--- config.mk ---
export PLATFORM = sky130hd
export DESIGN_NAME = mux_rr_arbiter_flat
export DESIGN_NICKNAME = d
export VERILOG_FILES = /design/src/rtl/mux_rr_arbiter_if.sv /design/src/rtl/mux_rr_arbiter.sv /design/src/flat_wrapper.sv
export SDC_FILE = /design/constraint.sdc
export NUM_CORES = 1
export LEC_CHECK = 0
export ABC_AREA = 1
export CAP_MARGIN = 5
export CORE_MARGIN = 5
export CORE_UTILIZATION = 46
export DETAILED_ROUTE_END_ITERATION = 16
export PLACE_DENSITY = 0.75
export SYNTH_ARGS = -nofsm -noshare
export SYNTH_HDL_FRONTEND = slang
export SYNTH_SLANG_ARGS = --single-unit
--- constraint.sdc ---
create_clock -name clk -period 2.27 [get_ports clk]
set_input_delay 0.454 -clock clk [delete_from_list [all_inputs] [get_ports clk]]
set_output_delay 0.454 -clock clk [all_outputs]
set_load 0.005 [all_outputs]
--- src/rtl/mux_rr_arbiter_if.sv ---
// Bus between the 8:1 mux round-robin arbiter and its requesters.
// The arbiter side uses the slave modport; requesters (or a bench) use the master modport.
interface mux_rr_arbiter_if;
  // Handshake: req[i] is held high while requester i wants the mux. gnt is
  // one-hot and registered. Ownership lasts until the owner drops req[i] or
  // pulses done. done is only meaningful while busy=1.
  logic [7:0] req;
  logic       done;
  logic [7:0] gnt;
  logic       s2;
  logic       s1;
  logic       s0;
  logic       busy;
  logic       timeout;
  logic       dbg_state;
  logic [2:0] dbg_ptr;

  modport master (
    output req, done,
    input  gnt, s2, s1, s0, busy, timeout, dbg_state, dbg_ptr
  );

  modport slave (
    input  req, done,
    output gnt, s2, s1, s0, busy, timeout, dbg_state, dbg_ptr
  );
endinterface

--- src/rtl/mux_rr_arbiter.sv ---
// Round-robin arbiter that owns the select lines of an 8:1 mux, one grant at a time.
// Optional forced release after HOLD_MAX grant cycles when ARB_TIMEOUT_EN is defined.
module mux_rr_arbiter #(
  parameter int unsigned HOLD_MAX = 16
) (
  input  logic               clk,
  input  logic               rst_n,
  mux_rr_arbiter_if.slave    io_arb
);

  typedef enum logic {
    IDLE  = 1'b0,
    GRANT = 1'b1
  } state_t;

  state_t     r_state;
  state_t     w_state_next;
  logic [2:0] r_owner;
  logic [2:0] r_ptr;
  logic [7:0] r_gnt;
  logic [2:0] w_pick;
  logic       w_any_req;
  logic       w_rel_norm;
  logic       w_force;
  logic       w_release;

  assign w_any_req  = |io_arb.req;
  assign w_rel_norm = io_arb.done | ~io_arb.req[r_owner];
  assign w_release  = w_rel_norm | w_force;

  // Walk from the farthest offset back to ptr so the nearest set request wins.
  always_comb begin
    w_pick = r_ptr;
    for (int k = 7; k >= 0; k--) begin
      if (io_arb.req[r_ptr + 3'(k)]) begin
        w_pick = r_ptr + 3'(k);
      end
    end
  end

  always_comb begin
    w_state_next = r_state;
    case (r_state)
      IDLE:    if (w_any_req) w_state_next = GRANT;
      GRANT:   if (w_release) w_state_next = IDLE;
      default: w_state_next = IDLE;
    endcase
  end

  always_ff @(posedge clk or negedge rst_n) begin
    if (!rst_n) begin
      r_state <= IDLE;
    end else begin
      r_state <= w_state_next;
    end
  end

  // Owner keeps its last value through IDLE; gnt alone marks it valid.
  always_ff @(posedge clk or negedge rst_n) begin
    if (!rst_n) begin
      r_owner <= 3'd0;
      r_ptr   <= 3'd0;
      r_gnt   <= 8'h00;
    end else if (r_state == IDLE) begin
      if (w_any_req) begin
        r_owner <= w_pick;
        r_gnt   <= 8'd1 << w_pick;
      end
    end else if (w_release) begin
      r_gnt <= 8'h00;
      r_ptr <= r_owner + 3'd1;
    end
  end

`ifdef ARB_TIMEOUT_EN
  logic [7:0] r_cnt;
  logic       r_timeout;

  // A normal release on the same edge wins, so no timeout pulse is raised.
  assign w_force = (r_state == GRANT) && (r_cnt == 8'(HOLD_MAX - 1)) && !w_rel_norm;

  always_ff @(posedge clk or negedge rst_n) begin
    if (!rst_n) begin
      r_cnt     <= 8'd0;
      r_timeout <= 1'b0;
    end else begin
      r_timeout <= w_force;
      if (r_state == IDLE) begin
        r_cnt <= 8'd0;
      end else if (!w_release && (r_cnt != 8'hFF)) begin
        r_cnt <= r_cnt + 8'd1;
      end
    end
  end

  assign io_arb.timeout = r_timeout;
`else
  logic [7:0] w_unused_hold;

  assign w_force        = 1'b0;
  assign w_unused_hold  = 8'(HOLD_MAX);
  assign io_arb.timeout = 1'b0;
`endif

  assign io_arb.gnt       = r_gnt;
  assign io_arb.s2        = r_owner[2];
  assign io_arb.s1        = r_owner[1];
  assign io_arb.s0        = r_owner[0];
  assign io_arb.busy      = (r_state == GRANT);
  assign io_arb.dbg_state = r_state;
  assign io_arb.dbg_ptr   = r_ptr;

endmodule

--- src/flat_wrapper.sv ---
// flat-port wrapper written by rule: the top's interface ports become plain ports
module mux_rr_arbiter_flat 
#(
  parameter int unsigned HOLD_MAX = 16
)
  (clk, rst_n, io_arb_req, io_arb_done, io_arb_gnt, io_arb_s2, io_arb_s1, io_arb_s0, io_arb_busy, io_arb_timeout, io_arb_dbg_state, io_arb_dbg_ptr);
  mux_rr_arbiter_if io_arb_i ();
  input  logic clk;
  input  logic rst_n;
  input wire logic [$bits(io_arb_i.req)-1:0] io_arb_req;
  input wire logic [$bits(io_arb_i.done)-1:0] io_arb_done;
  output wire logic [$bits(io_arb_i.gnt)-1:0] io_arb_gnt;
  output wire logic [$bits(io_arb_i.s2)-1:0] io_arb_s2;
  output wire logic [$bits(io_arb_i.s1)-1:0] io_arb_s1;
  output wire logic [$bits(io_arb_i.s0)-1:0] io_arb_s0;
  output wire logic [$bits(io_arb_i.busy)-1:0] io_arb_busy;
  output wire logic [$bits(io_arb_i.timeout)-1:0] io_arb_timeout;
  output wire logic [$bits(io_arb_i.dbg_state)-1:0] io_arb_dbg_state;
  output wire logic [$bits(io_arb_i.dbg_ptr)-1:0] io_arb_dbg_ptr;
  assign io_arb_i.req = io_arb_req;
  assign io_arb_i.done = io_arb_done;
  assign io_arb_gnt = io_arb_i.gnt;
  assign io_arb_s2 = io_arb_i.s2;
  assign io_arb_s1 = io_arb_i.s1;
  assign io_arb_s0 = io_arb_i.s0;
  assign io_arb_busy = io_arb_i.busy;
  assign io_arb_timeout = io_arb_i.timeout;
  assign io_arb_dbg_state = io_arb_i.dbg_state;
  assign io_arb_dbg_ptr = io_arb_i.dbg_ptr;
  mux_rr_arbiter #(.HOLD_MAX(HOLD_MAX)) u_core (.clk(clk), .rst_n(rst_n), .io_arb(io_arb_i));
endmodule
==> results of run 1 <==
synth_stat cells (3+ instances only):
library cell / count
inv_2: 9
ha_1: 3
o21ai_0: 9
nand3_1: 29
nand3_2: 8
nand2_2: 8
buf_4: 4
dfrtp_1: 15
inv_1: 22
nor2_2: 5
nor2_1: 3
nand2_1: 83
a21oi_1: 12
routing by layer:
| metal | vias up | track usage |
|---|---|---|
| li1 | 776 | - |
| met1 | 697 | 0.255 |
| met2 | 43 | 0.310 |
| met3 | 2 | 0.0104 |
| met4 | 0 | 0.0337 |
| met5 | - | 0 |
tightest hold or removal path: cells and delay by family, from the launching register on:
kind          cells  cell delay, ns
flops             1            0.35
simple gates      2            0.11
logic make-up after synthesis:
logic type      after synthesis  synth area share
xor+xnor                      2            0.0179
buf+inv                      36             0.113
compound gates               24            0.0915
fa+ha+maj                     3            0.0269
flops                        15             0.269
simple gates                140             0.479
other cells                   1           0.00269
final timing paths:
check                           cells after the start                          endpoint  slack, ns                            startpoint
worst max-delay path                               17  u_core.io_arb.gnt[5]$_DFFE_PN0P_       0.20  u_core.io_arb.dbg_ptr[0]$_DFFE_PN0P_
worst min-delay path                                2  u_core.io_arb.gnt[6]$_DFFE_PN0P_       0.49      u_core.io_arb.gnt[6]$_DFFE_PN0P_
worst max register to register                     17  u_core.io_arb.gnt[5]$_DFFE_PN0P_       0.20  u_core.io_arb.dbg_ptr[0]$_DFFE_PN0P_
worst min register to register                      2  u_core.io_arb.gnt[6]$_DFFE_PN0P_       0.49      u_core.io_arb.gnt[6]$_DFFE_PN0P_
max in group asynchronous                           1      u_core.io_arb.busy$_DFF_PN0_       1.29                                 rst_n
min in group asynchronous                           1  u_core.io_arb.gnt[4]$_DFFE_PN0P_       0.56                                 rst_n
timing repair:
item,4_1_cts,5_1_grt
resized for setup,0,9
hold buffers,0,0
setup endpoints to repair,0,11
endpoints found under the hold margin,0,0
setup buffers,0,1
sequential cells by signal, summed over array words and instances (netlist names):
name,count
u_core.r_owner,3
u_core.io_arb.busy,1
u_core.io_arb.dbg_ptr,3
u_core.io_arb.gnt,8
area by class of cell:
| cell class | count | area (um2) | share of cell area |
|---|---|---|---|
| timing repair buffer | 39 | 362 | 0.199 |
| multi-input combinational | 170 | 890 | 0.490 |
| tap | 33 | 41.3 | 0.0228 |
| clock inverter | 1 | 5.00 | 0.00276 |
| clock buffer | 3 | 22.5 | 0.0124 |
| sequential | 15 | 375 | 0.207 |
| inverter | 31 | 119 | 0.0655 |
metrics by stage:
stage | TNS, ns | setup WS (ns) | instances | hold slack [ns] | util
final | 0 | 0.202 | 292 | 0.486 | 0.609
after global routing | -0.00157 | -0.00157 | 292 | 0.515 | 0.609
after CTS | 0 | 0.0344 | 291 | 0.491 | 0.595
after detailed placement | -0.514 | -0.0871 | 287 | 0.465 | 0.586
after global placement | -0.485 | -0.0603 | 287 | 0.464 | 0.586
after floorplan | 0 | 0.0902 | 221 | 0.158 | -
==> flow_metrics.tcl, run 1 <==
set metrics [dict create \
    rows 20 \
    fin_crit_sh 0.911 \
    critPathLaunchType "flop" \
    postSynthCellCount 221 \
    overflow 0 \
    syn_nets 235 \
    design.core.area_mm2 0.00298 \
    vias 1518 \
    setup_viol_count_final 0 \
    cts_root_buf "clkbuf_4" \
    fp.dieH_um 65.1 \
    cts_max_level 1 \
    drc 0 \
    crit_arrival_ns 2.30 \
    portBuffers 26 \
    end_kind "flop" \
    antenna_found_initial 0 \
    nets 274 \
    fin_area_mm2 0.00181 \
    drtPass1Iterations 4 \
    hp-class "flop to flop" \
    cp_cell_sequence "buf_6, ha_1, xor2_2, inv_2, nand3_2, nand2_2, a21oi_1, nand2_1, nand2_1, nand2_1, nand2_1, nand2_1, nand2_1, nand2_2, nor2_2, nand2_1, nand2_1" \
    synth-seq-cells 15 \
    max_cap_violations 0 \
    grt_max_degree 16 \
    routed-wl-met3_um 110 \
    cpMaxStageDelayCell "dfrtp_1" \
    die_area_mm2 0.00423 \
    final_max_slew_viol_count 0 \
    critical_path_buf_inv_count 2 \
    place_hpwl_mm 2.92 \
    drt_iter0_markers 114 \
    cp_common_cell "nand2_1" \
    wl_per_cell_um 12.6 \
    netlist_top_cells_area "dfrtp_1, nand2_1, nand3_1" \
    ys_seq_area_frac 0.269 \
    rsz0062_at_grt "yes" \
    area_growth_pct 30.0 \
    avgSynthCellArea_um2 6.31 \
    cp_top_family "simple AND/OR/NAND/NOR gates" \
    antenna_left 0 \
    period_minus_slack_ns 2.07 \
    syn_area_mm2 0.00140 \
    layout-drive-gt1-share 0.216 \
    grt_pass1_vias 1478 \
    grt_first_pass_wirelength_mm 6.33 \
    criticalPathCategory "flop to flop" \
    slew_headroom 0.568 \
    clockBufferDepth 2 \
    num-fill-cells 257 \
    gp_congestion 0.923 \
    via_per_inst 5.20 \
    required_ns 2.50 \
    hold_violations 0 \
    diodes 0 \
    numCtsBuffers 3 \
    yosys_warnings 0 \
    placed_area_mm2 0.00175 \
    synth_top_cell_by_area "dfrtp_1" \
    path_max_fanout 12 \
    slowest_delay_ns 0.41 \
    wirelength_mm 3.67 \
    clock-sinks 15 \
    timing.fmax_mhz 483 \
    cts_tree "yes" \
    top_layer_used "met4" \
    ys_types 24 \
    worst-slew-pin-transition_ns 0.646 \
    layout.cells.most_common "nand2_1" \
    synth_top_area_frac 0.269 \
    met2_length_mm 1.76 \
    async_flop_share 1.00 \
    initial_utilization 0.468 \
    final_cell_mix "nand2_1, nand3_1, clkdlybuf4s50_1" \
    clk_pin_slew_ns 0.09 \
    synth_edf_count 0 \
    num_io_pins 28 \
    worstSkewPairLatency_ns 0.28 \
    yosys_most_used_dff "dfrtp_1" \
    die_w_um 65.1 \
    wirelength_met1_mm 1.79 \
    grt.total_usage 0.182 \
    fin_skew_ns 0.00567 \
    status "completed" \
]
Power of run 1 is left out: the tool's default activity adds up to more than one toggle a clock period on the data nets, which glitch-free logic cannot reach.
==> inputs of run 2 (changes only) <==
--- a/config.mk
+++ b/config.mk
@@ -11,6 +11,7 @@
 export CORE_UTILIZATION = 46
 export DETAILED_ROUTE_END_ITERATION = 16
 export PLACE_DENSITY = 0.75
+export REMOVE_ABC_BUFFERS = 1
 export SYNTH_ARGS = -nofsm -noshare
 export SYNTH_HDL_FRONTEND = slang
 export SYNTH_SLANG_ARGS = --single-unit
==> flow_metrics.tcl, run 2 (synthesis gave the netlist of run 1 again) <==
set metrics [dict create \
    layout-drive-gt1-share 0.217 \
    max_cap_violations 0 \
    largest_reg_flops 8 \
    cp_common_cell "nand2_1" \
    slowest_delay_ns 0.57 \
    cts_setup_buffers 0 \
    area_growth_pct 29.7 \
    numCtsBuffers 3 \
    fin_skew_ns 0.00767 \
    num-fill-cells 274 \
    worstSkewPairLatency_ns 0.29 \
    slew_headroom 0.566 \
    rsz0062_at_grt "no" \
    rows 20 \
    drtPass1Iterations 4 \
    wirelength_mm 3.44 \
    clk_pin_slew_ns 0.09 \
    end_kind "flop" \
    place_hpwl_mm 2.84 \
    drt_iter0_markers 90 \
    num_io_pins 28 \
    clockBufferDepth 2 \
    grt.total_usage 0.184 \
    grt_max_degree 16 \
    design.core.area_mm2 0.00298 \
    hp-class "flop to flop" \
    antenna_left 0 \
    dp_cells 287 \
    path_max_fanout 6 \
    post_cts_resized 0 \
    fin_crit_sh 0.907 \
    timing.fmax_mhz 486 \
    drc 0 \
    cp_cell_sequence "clkdlybuf4s50_1, or4_1, nor4_2, nor2_1, inv_1, nor2_4, nand2_1, nand2_1" \
    regArea_um2 377 \
    cts_max_level 1 \
    via_per_inst 5.21 \
    setup_viol_count_final 0 \
    wl_per_cell_um 11.8 \
    final_cells 291 \
    fp.dieH_um 65.1 \
    worst-slew-pin-transition_ns 0.649 \
    grt_pass1_vias 1471 \
    multi_input_area_um2 891 \
    overflow 0 \
    nets 273 \
    cts_tree "yes" \
    layout.cells.most_common "nand2_1" \
    grt_first_pass_wirelength_mm 6.27 \
    criticalPathCategory "primary input to flop" \
    status "completed" \
    cpMaxStageDelayCell "or4_1" \
    critPathLaunchType "primary input" \
    die_area_mm2 0.00423 \
    final_cell_mix "nand2_1, nand3_1, clkdlybuf4s50_1" \
    cts_root_buf "clkbuf_4" \
    gp_congestion 0.892 \
    portBuffers 26 \
    initial_utilization 0.468 \
    vias 1515 \
    required_ns 2.45 \
    period_minus_slack_ns 2.06 \
    final_max_slew_viol_count 0 \
    antenna_found_initial 0 \
    die_w_um 65.1 \
    clock-sinks 15 \
    diodes 0 \
    crit_arrival_ns 2.24 \
    hold_violations 0 \
    holdBufCountCts 0 \
]
[run 2: cell count changes in the layout (fill, tap and decap cells not counted), sizes merged]
cell  before  now
buf       13   12
[run 2: path summary, 6_finish.rpt]
path                                                       from                                   end  slack [ns]  depth (start not counted)
setup reg to reg           u_core.io_arb.dbg_ptr[0]$_DFFE_PN0P_      u_core.io_arb.gnt[5]$_DFFE_PN0P_        0.24                         19
max in group asynchronous                                 rst_n  u_core.io_arb.dbg_ptr[2]$_DFFE_PN0P_        1.25                          1
setup / recovery                                  io_arb_req[6]      u_core.io_arb.gnt[2]$_DFFE_PN0P_        0.21                          8
min in group asynchronous                                 rst_n      u_core.io_arb.gnt[5]$_DFFE_PN0P_        0.56                          1
hold / removal                 u_core.io_arb.gnt[6]$_DFFE_PN0P_      u_core.io_arb.gnt[6]$_DFFE_PN0P_        0.49                          2
hold reg to reg                u_core.io_arb.gnt[6]$_DFFE_PN0P_      u_core.io_arb.gnt[6]$_DFFE_PN0P_        0.49                          2
[run 2: area by class of cell]
class	count	share of cell area
tap	33	0.0228
sequential	15	0.208
clock inverter	1	0.00277
inverter	31	0.0657
clock buffer	3	0.0124
timing repair buffer	38	0.196
multi-input combinational	170	0.492
[run 2: stage by stage]
stage	hold WS, ns	instance area (um2)	setup WS [ns]	utilization	TNS [ns]
5_1_grt	0.536	1810	0.0124	0.608	0
4_1_cts	0.502	1770	0.0631	0.595	0
6_report	0.492	1810	0.211	0.608	0
3_5_place_dp	0.470	1750	-0.0796	0.586	-0.441
3_3_place_gp	0.469	1750	-0.111	0.586	-0.791
2_1_floorplan	0.158	1350	0.0335	-	0
[run 2: metal layers]
metal,vias to the layer above,share of wire,global-route usage
li1,778,-,-
met3,13,0.026,0.00693
met2,38,0.47,0.304
met5,-,0,0
met4,0,0.027,0.0725
met1,686,0.47,0.253
[run 2: critical path: cells and delay by family]
kind	cells	cell delay, ns
buffers and inverters	2	0.64
AND/OR/NAND/NOR	6	1.16
Power of run 2 is left out for the same reason.
==> inputs of run 3 (changes only) <==
--- a/config.mk
+++ b/config.mk
@@ -10,6 +10,7 @@
 export CORE_MARGIN = 5
 export CORE_UTILIZATION = 46
 export DETAILED_ROUTE_END_ITERATION = 16
+export HOLD_SLACK_MARGIN = 0.08
 export PLACE_DENSITY = 0.75
 export REMOVE_ABC_BUFFERS = 1
 export SYNTH_ARGS = -nofsm -noshare
==> results of run 3 <==
Final layout, timing and power as in run 2 (identical DEF).
Power of run 3 is left out for the same reason.
